--- config.mk ---
export PLATFORM = sky130hd
export DESIGN_NAME = fetch_unit
export DESIGN_NICKNAME = d
export VERILOG_FILES = /design/src/rtl/fetch_unit.sv
export SDC_FILE = /design/constraint.sdc
export NUM_CORES = 2
export LEC_CHECK = 0
export CORE_ASPECT_RATIO = 0.7
export CORE_UTILIZATION = 40
export DETAILED_ROUTE_END_ITERATION = 8
export GPL_ROUTABILITY_DRIVEN = 0
export SLEW_MARGIN = 20
export SYNTH_ARGS = -nofsm -noshare
export SYNTH_HDL_FRONTEND = slang
export SYNTH_SLANG_ARGS = --single-unit
--- constraint.sdc ---
create_clock -name clk -period 28.8 [get_ports clk]
set_input_delay 4.32 -clock clk [delete_from_list [all_inputs] [get_ports clk]]
set_output_delay 4.32 -clock clk [all_outputs]
set_load 0.02 [all_outputs]
--- src/rtl/fetch_unit.sv ---
// fetch_unit: sequential instruction fetch stage. Issues PC-ordered requests
// under a credit limit, queues in-order responses tagged with their PC, and
// handles branch redirects by flushing the queue and dropping stale responses.

module fetch_unit_checker #(
    parameter int DEPTH = 4,
    parameter int CNT_W = 3
) (
    input logic             clk,
    input logic             reset,
    input logic             imem_resp_valid,
    input logic [CNT_W-1:0] outstanding,
    input logic [CNT_W-1:0] q_count
);
    // A response while nothing is in flight is a memory protocol violation
    a_resp_without_request: assert property (@(posedge clk) disable iff (reset)
        !(imem_resp_valid && (outstanding == '0)));

    // Queued entries plus in-flight requests never exceed the queue capacity
    a_credit_bound: assert property (@(posedge clk) disable iff (reset)
        (({1'b0, q_count} + {1'b0, outstanding}) <= (CNT_W+1)'(DEPTH)));
endmodule

module fetch_unit #(
    parameter int                ADDR_W   = 64,
    parameter int                INSTR_W  = 32,
    parameter int                DEPTH    = 4,
    parameter logic [ADDR_W-1:0] RESET_PC = '0,
    parameter int                PC_STEP  = 4
) (
    input  logic                     clk,
    input  logic                     reset,
    input  logic                     PCSrc_F,
    input  logic [ADDR_W-1:0]        PCBranch_F,
    output logic                     imem_req_valid,
    input  logic                     imem_req_ready,
    output logic [ADDR_W-1:0]        imem_addr_F,
    input  logic                     imem_resp_valid,
    input  logic [INSTR_W-1:0]       imem_resp_data,
    output logic                     out_valid,
    input  logic                     out_ready,
    output logic [INSTR_W-1:0]       out_instr,
    output logic [ADDR_W-1:0]        out_pc,
    output logic [$clog2(DEPTH):0]   q_count
);
    localparam int PTR_W   = $clog2(DEPTH);
    localparam int CNT_W   = PTR_W + 1;
    localparam int ENTRY_W = ADDR_W + INSTR_W;

    localparam logic [ADDR_W-1:0] STEP    = ADDR_W'(PC_STEP);
    localparam logic [CNT_W:0]    CAP     = (CNT_W+1)'(DEPTH);
    localparam logic [CNT_W-1:0]  CNT_ONE = CNT_W'(1'b1);
    localparam logic [PTR_W-1:0]  PTR_ONE = PTR_W'(1'b1);

    typedef enum logic [0:0] {
        FETCH = 1'b0,
        FLUSH = 1'b1
    } state_t;

    state_t              state_r;
    logic [ADDR_W-1:0]   pc_r;
    logic [ADDR_W-1:0]   resp_pc_r;
    logic [CNT_W-1:0]    outstanding_r;
    logic [CNT_W-1:0]    drop_cnt_r;
    logic [ENTRY_W-1:0]  mem_r [DEPTH];
    logic [PTR_W-1:0]    rd_ptr_r;
    logic [PTR_W-1:0]    wr_ptr_r;
    logic [CNT_W-1:0]    count_r;
    logic                out_valid_r;
    logic [INSTR_W-1:0]  out_instr_r;
    logic [ADDR_W-1:0]   out_pc_r;

    logic                credit_ok_s;
    logic                req_fire_s;
    logic                resp_legal_s;
    logic                enq_s;
    logic                deq_s;
    logic [CNT_W:0]      inflight_s;
    logic [CNT_W-1:0]    outstanding_nxt_s;
    logic [CNT_W-1:0]    count_after_pop_s;
    logic [CNT_W-1:0]    count_nxt_s;
    logic [PTR_W-1:0]    rd_after_pop_s;
    logic [ENTRY_W-1:0]  enq_entry_s;
    logic [ENTRY_W-1:0]  head_nxt_s;

    // A request is offered only when a queue slot is reserved for its response
    assign imem_req_valid = !reset && !PCSrc_F && credit_ok_s;
    assign imem_addr_F    = pc_r;
    assign out_valid      = out_valid_r;
    assign out_instr      = out_instr_r;
    assign out_pc         = out_pc_r;
    assign q_count        = count_r;

    // Handshake qualification; responses with nothing in flight are ignored
    always_comb begin
        inflight_s   = {1'b0, count_r} + {1'b0, outstanding_r};
        credit_ok_s  = (inflight_s < CAP);
        req_fire_s   = imem_req_valid && imem_req_ready;
        resp_legal_s = imem_resp_valid && (outstanding_r != '0);
        deq_s        = out_valid_r && out_ready;
        enq_s        = resp_legal_s && (state_r == FETCH) && !PCSrc_F;
        enq_entry_s  = {resp_pc_r, imem_resp_data};
    end

    // In-flight count: accepted requests add one, consumed responses remove one
    always_comb begin
        case ({req_fire_s, resp_legal_s})
            2'b10:   outstanding_nxt_s = outstanding_r + CNT_ONE;
            2'b01:   outstanding_nxt_s = outstanding_r - CNT_ONE;
            default: outstanding_nxt_s = outstanding_r;
        endcase
    end

    // Occupancy after this cycle's pop/push and the entry that becomes the head
    always_comb begin
        count_after_pop_s = count_r - CNT_W'(deq_s);
        rd_after_pop_s    = rd_ptr_r + PTR_W'(deq_s);
        count_nxt_s       = count_after_pop_s + CNT_W'(enq_s);
        if (count_after_pop_s == '0) begin
            // Queue is empty after the pop: the incoming response is the new head
            head_nxt_s = enq_entry_s;
        end else begin
            head_nxt_s = mem_r[rd_after_pop_s];
        end
    end

    // PC, response tag, in-flight counters and the fetch/flush state machine
    always_ff @(posedge clk or posedge reset) begin
        if (reset) begin
            pc_r          <= RESET_PC;
            resp_pc_r     <= RESET_PC;
            outstanding_r <= '0;
            drop_cnt_r    <= '0;
            state_r       <= FETCH;
        end else if (PCSrc_F) begin
            // Everything still in flight after this edge belongs to the old path
            pc_r          <= PCBranch_F;
            resp_pc_r     <= PCBranch_F;
            outstanding_r <= outstanding_nxt_s;
            drop_cnt_r    <= outstanding_nxt_s;
            state_r       <= (outstanding_nxt_s != '0) ? FLUSH : FETCH;
        end else begin
            outstanding_r <= outstanding_nxt_s;
            if (req_fire_s) begin
                pc_r <= pc_r + STEP;
            end
            case (state_r)
                FETCH: begin
                    if (resp_legal_s) begin
                        resp_pc_r <= resp_pc_r + STEP;
                    end
                end
                FLUSH: begin
                    if (resp_legal_s) begin
                        drop_cnt_r <= drop_cnt_r - CNT_ONE;
                        if (drop_cnt_r == CNT_ONE) begin
                            state_r <= FETCH;
                        end
                    end else if (drop_cnt_r == '0) begin
                        state_r <= FETCH;
                    end
                end
                default: begin
                    state_r    <= FETCH;
                    drop_cnt_r <= '0;
                end
            endcase
        end
    end

    // Response queue storage, pointers and the registered head outputs
    always_ff @(posedge clk or posedge reset) begin
        if (reset) begin
            for (int i = 0; i < DEPTH; i++) begin
                mem_r[i] <= '0;
            end
            rd_ptr_r    <= '0;
            wr_ptr_r    <= '0;
            count_r     <= '0;
            out_valid_r <= 1'b0;
            out_instr_r <= '0;
            out_pc_r    <= '0;
        end else if (PCSrc_F) begin
            // Flush; head value registers keep their last contents
            rd_ptr_r    <= '0;
            wr_ptr_r    <= '0;
            count_r     <= '0;
            out_valid_r <= 1'b0;
        end else begin
            if (enq_s) begin
                mem_r[wr_ptr_r] <= enq_entry_s;
                wr_ptr_r        <= wr_ptr_r + PTR_ONE;
            end
            rd_ptr_r    <= rd_after_pop_s;
            count_r     <= count_nxt_s;
            out_valid_r <= (count_nxt_s != '0);
            if (count_nxt_s != '0) begin
                out_pc_r    <= head_nxt_s[ENTRY_W-1 -: ADDR_W];
                out_instr_r <= head_nxt_s[INSTR_W-1:0];
            end
        end
    end

    fetch_unit_checker #(
        .DEPTH (DEPTH),
        .CNT_W (CNT_W)
    ) u_checker (
        .clk             (clk),
        .reset           (reset),
        .imem_resp_valid (imem_resp_valid),
        .outstanding     (outstanding_r),
        .q_count         (count_r)
    );
endmodule

==> results.sh <==
export IMPL_outcome="completed"
export IMPL_synth_top_family_by_area="multiplexers"
export IMPL_clock_latency_ns=0.63
export IMPL_clockRootBuffer="clkbuf_16"
export IMPL_fp_row_count=83
export IMPL_tightest_slew_ns=1.08
export IMPL_rr_worst_depth=12
export IMPL_n_fill_cell=6551
export IMPL_timing_fmax_mhz=98.1
export IMPL_viasPerCell=5.75
export IMPL_yosysWarnings=0
export IMPL_synth_top_area_share_pct=52.7
export IMPL_wl_met2_mm=38.2
export IMPL_cts_resized=0
export IMPL_netlist_area_sq_mm=0.0296
export IMPL_numCtsBuffers=61
export IMPL_drv_slew=0
export IMPL_die_area_sq_mm=0.0751
export IMPL_async_flop_share_pct=100
export IMPL_drt_iter0_markers=2125
export IMPL_grt_use_total_pct=21.6
export IMPL_power_leakage_nw=15.0
export IMPL_finalClockSkew_ns=0.0342
export IMPL_synthDistinctLibCells=67
export IMPL_holdPathStages=2
export IMPL_critPathLaunch="reset"
export IMPL_synthesis_instances=2515
export IMPL_cp_max_fo=2
export IMPL_synth_edf_count=0
export IMPL_die_height_microns=230
export IMPL_synthMuxAreaShare_pct=22.1
export IMPL_synth_simple_area_share_pct=12.7
export IMPL_area_delta_synth_final_pct=18.5
export IMPL_hp_class="reg -> reg"
export IMPL_antenna_cells=0
export IMPL_ys_flop_type="dfrtp_1"
export IMPL_place_hpwl_mm=50.9
export IMPL_vias=21300
export IMPL_crit_type="in -> out"
export IMPL_ff2ff_setup_slack_ns=24.52
export IMPL_totalPowerFinal_mw=3.49
export IMPL_cp_data_required_time_ns=24.48
export IMPL_io_buffer_count=266
export IMPL_yosysMostFrequentCell="dfrtp_1"
export IMPL_synth_largest_area_cell="dfrtp_1"
export IMPL_critPathArrivalTime_ns=5.87
export IMPL_cts_tree="done"
export IMPL_cts_setup_buffers=0
export IMPL_dieWidth_microns=327
export IMPL_initial_core_util_pct=40.4
export IMPL_fin_crit_sh_pct=35.4
export IMPL_final_nets=2788
export IMPL_clk_pin_slew_ns=0.06
export IMPL_syn_area_per_cell_sq_um=11.8
export IMPL_postRouteAntennaNets=0
export IMPL_dr_wl_met3_mm=4.77
export IMPL_r2r_end="out_instr[1]"
export IMPL_ys_ff_latch=623
export IMPL_top_layer_used="met4"
export IMPL_synth_area_top_cells="dfrtp_1, mux2_2, mux4_2, nand2_1, a31oi_1"
export IMPL_syn_nets=2635
export IMPL_grt_ovfl_total=0
export IMPL_yosysSeqAreaShare_pct=52.7
export IMPL_hp_start="mem_r[128]"
export IMPL_finalCriticalPeriod_ns=10.19
export IMPL_rsz0062_at_grt="false"
export IMPL_antenna_found_initial=2
export IMPL_synthTopCellsByCount="dfrtp_1, mux2_2, nand2_1"
export IMPL_drc=0
export IMPL_utilization_pct=47.8
export IMPL_worstSetupStartpointType="primary input"
export IMPL_synthAdderAreaFrac_pct=0.786
export IMPL_maxSlewHeadroom_pct=28.2
export IMPL_drv_cap=0
export IMPL_setup_viol=0
export IMPL_dr_pass1_iters=6
export IMPL_io_pins=267
export IMPL_grt_max_degree=172
export IMPL_cts_hold_buf=0
export IMPL_grt_pass1_vias=21400
export IMPL_clock_sinks=623
export IMPL_hold_viol_final=0
export IMPL_core_region_area_sq_mm=0.0733
export IMPL_htree_levels=2
export IMPL_synth_xor_area_share_pct=1.21
export IMPL_power_density_mw_per_mm2=99.5
export IMPL_reg2reg_from="outstanding_r[0]"
export IMPL_holdPathEnd="mem_r[128]"
export IMPL_wl_met1_mm=36.1
export IMPL_synth_compound_area_share_pct=7.03
export IMPL_drt_total_wl_mm=80.8
export IMPL_grt_pass1_wl_mm=127
export IMPL_drive_gt1_share_pct=23.6
export IMPL_cts_max_path_buffers=3
export IMPL_ir_drop_uv=86.9
export IMPL_tns_ns=0
export IMPL_detail_route_wl_per_cell_microns=21.9
export IMPL_critPathCaptureType="output pin"
## worst max-delay path, cell delays in order
cell             delay [ns]
clkdlybuf4s50_1        0.52
nor3_1                 0.23
and3_1                 0.19
clkdlybuf4s50_1        0.61
## registers in the layout, summed over array words and instances, names as in the netlist
signal / count
drop_cnt_r: 3
imem_addr_F: 64
mem_r: 384
out_instr: 32
out_pc: 64
out_valid: 1
outstanding_r: 3
q_count: 3
rd_ptr_r: 2
resp_pc_r: 64
state_r: 1
wr_ptr_r: 2
## metrics by stage
step	worst slack, ns	hold WS (ns)	cell area (sq um)	cells
floorplan	7.03	0.445	29600	2515
global placement	18.57	0.456	32900	3581
detailed placement	18.59	0.469	32900	3581
CTS	18.59	0.486	35000	3693
global route	18.55	0.501	35100	3694
finish	18.61	0.486	35100	3694
## where the power goes
part           internal (mW)  total [mW]  leakage [nW]  switching (mW)
sequential              1.16        1.38          7.88           0.213
clock                  0.499       0.851          1.04           0.353
combinational          0.591        1.26          6.11           0.670
total                   2.25        3.49          15.0            1.24
## placed cells by master, fill, tap and decap left out, types with 35 or more instances in the layout
| cell type | n |
|---|---|
| a31oi_1 | 132 |
| clkbuf_16 | 62 |
| clkdlybuf4s50_1 | 265 |
| dfrtp_1 | 623 |
| mux2_2 | 381 |
| mux4_2 | 96 |
| nand2_1 | 317 |
| nand3_1 | 85 |
| nand4_1 | 54 |
| nor2_1 | 156 |
| o211ai_1 | 35 |
| o21ai_0 | 74 |
## layout make-up
class / count / area (sq um) / area share (%)
clock buffers: 90 / 1820 / 5.18
clock inverters: 22 / 317 / 0.903
multi-input cells: 1651 / 13100 / 37.3
flip-flops and latches: 623 / 15600 / 44.5
inverters: 36 / 143 / 0.407
repair buffers: 295 / 2910 / 8.30
well taps: 977 / 1220 / 3.49
## cell families (layout without fill, tap and decap cells)
group	Yosys count	after routing
mux	486	486
xor+xnor	41	41
simple gates	785	785
buf+inv	241	443
flops	623	623
fa+ha+maj	18	18
compound gates	321	321
## routing by layer
layer / GRT usage, % / vias to the layer above
met4: 5.49 / 0
met5: 0 / -
met3: 3.86 / 107
li1: - / 9487
met2: 34.1 / 637
met1: 30.7 / 11000
## worst max-delay path by stage
stage	to
floorplan	drop_cnt_r[0]
global placement	imem_req_valid
detailed placement	imem_req_valid
CTS	imem_req_valid
global route	imem_req_valid
finish	imem_req_valid
No activity file was read; power rests on OpenSTA's default activity.
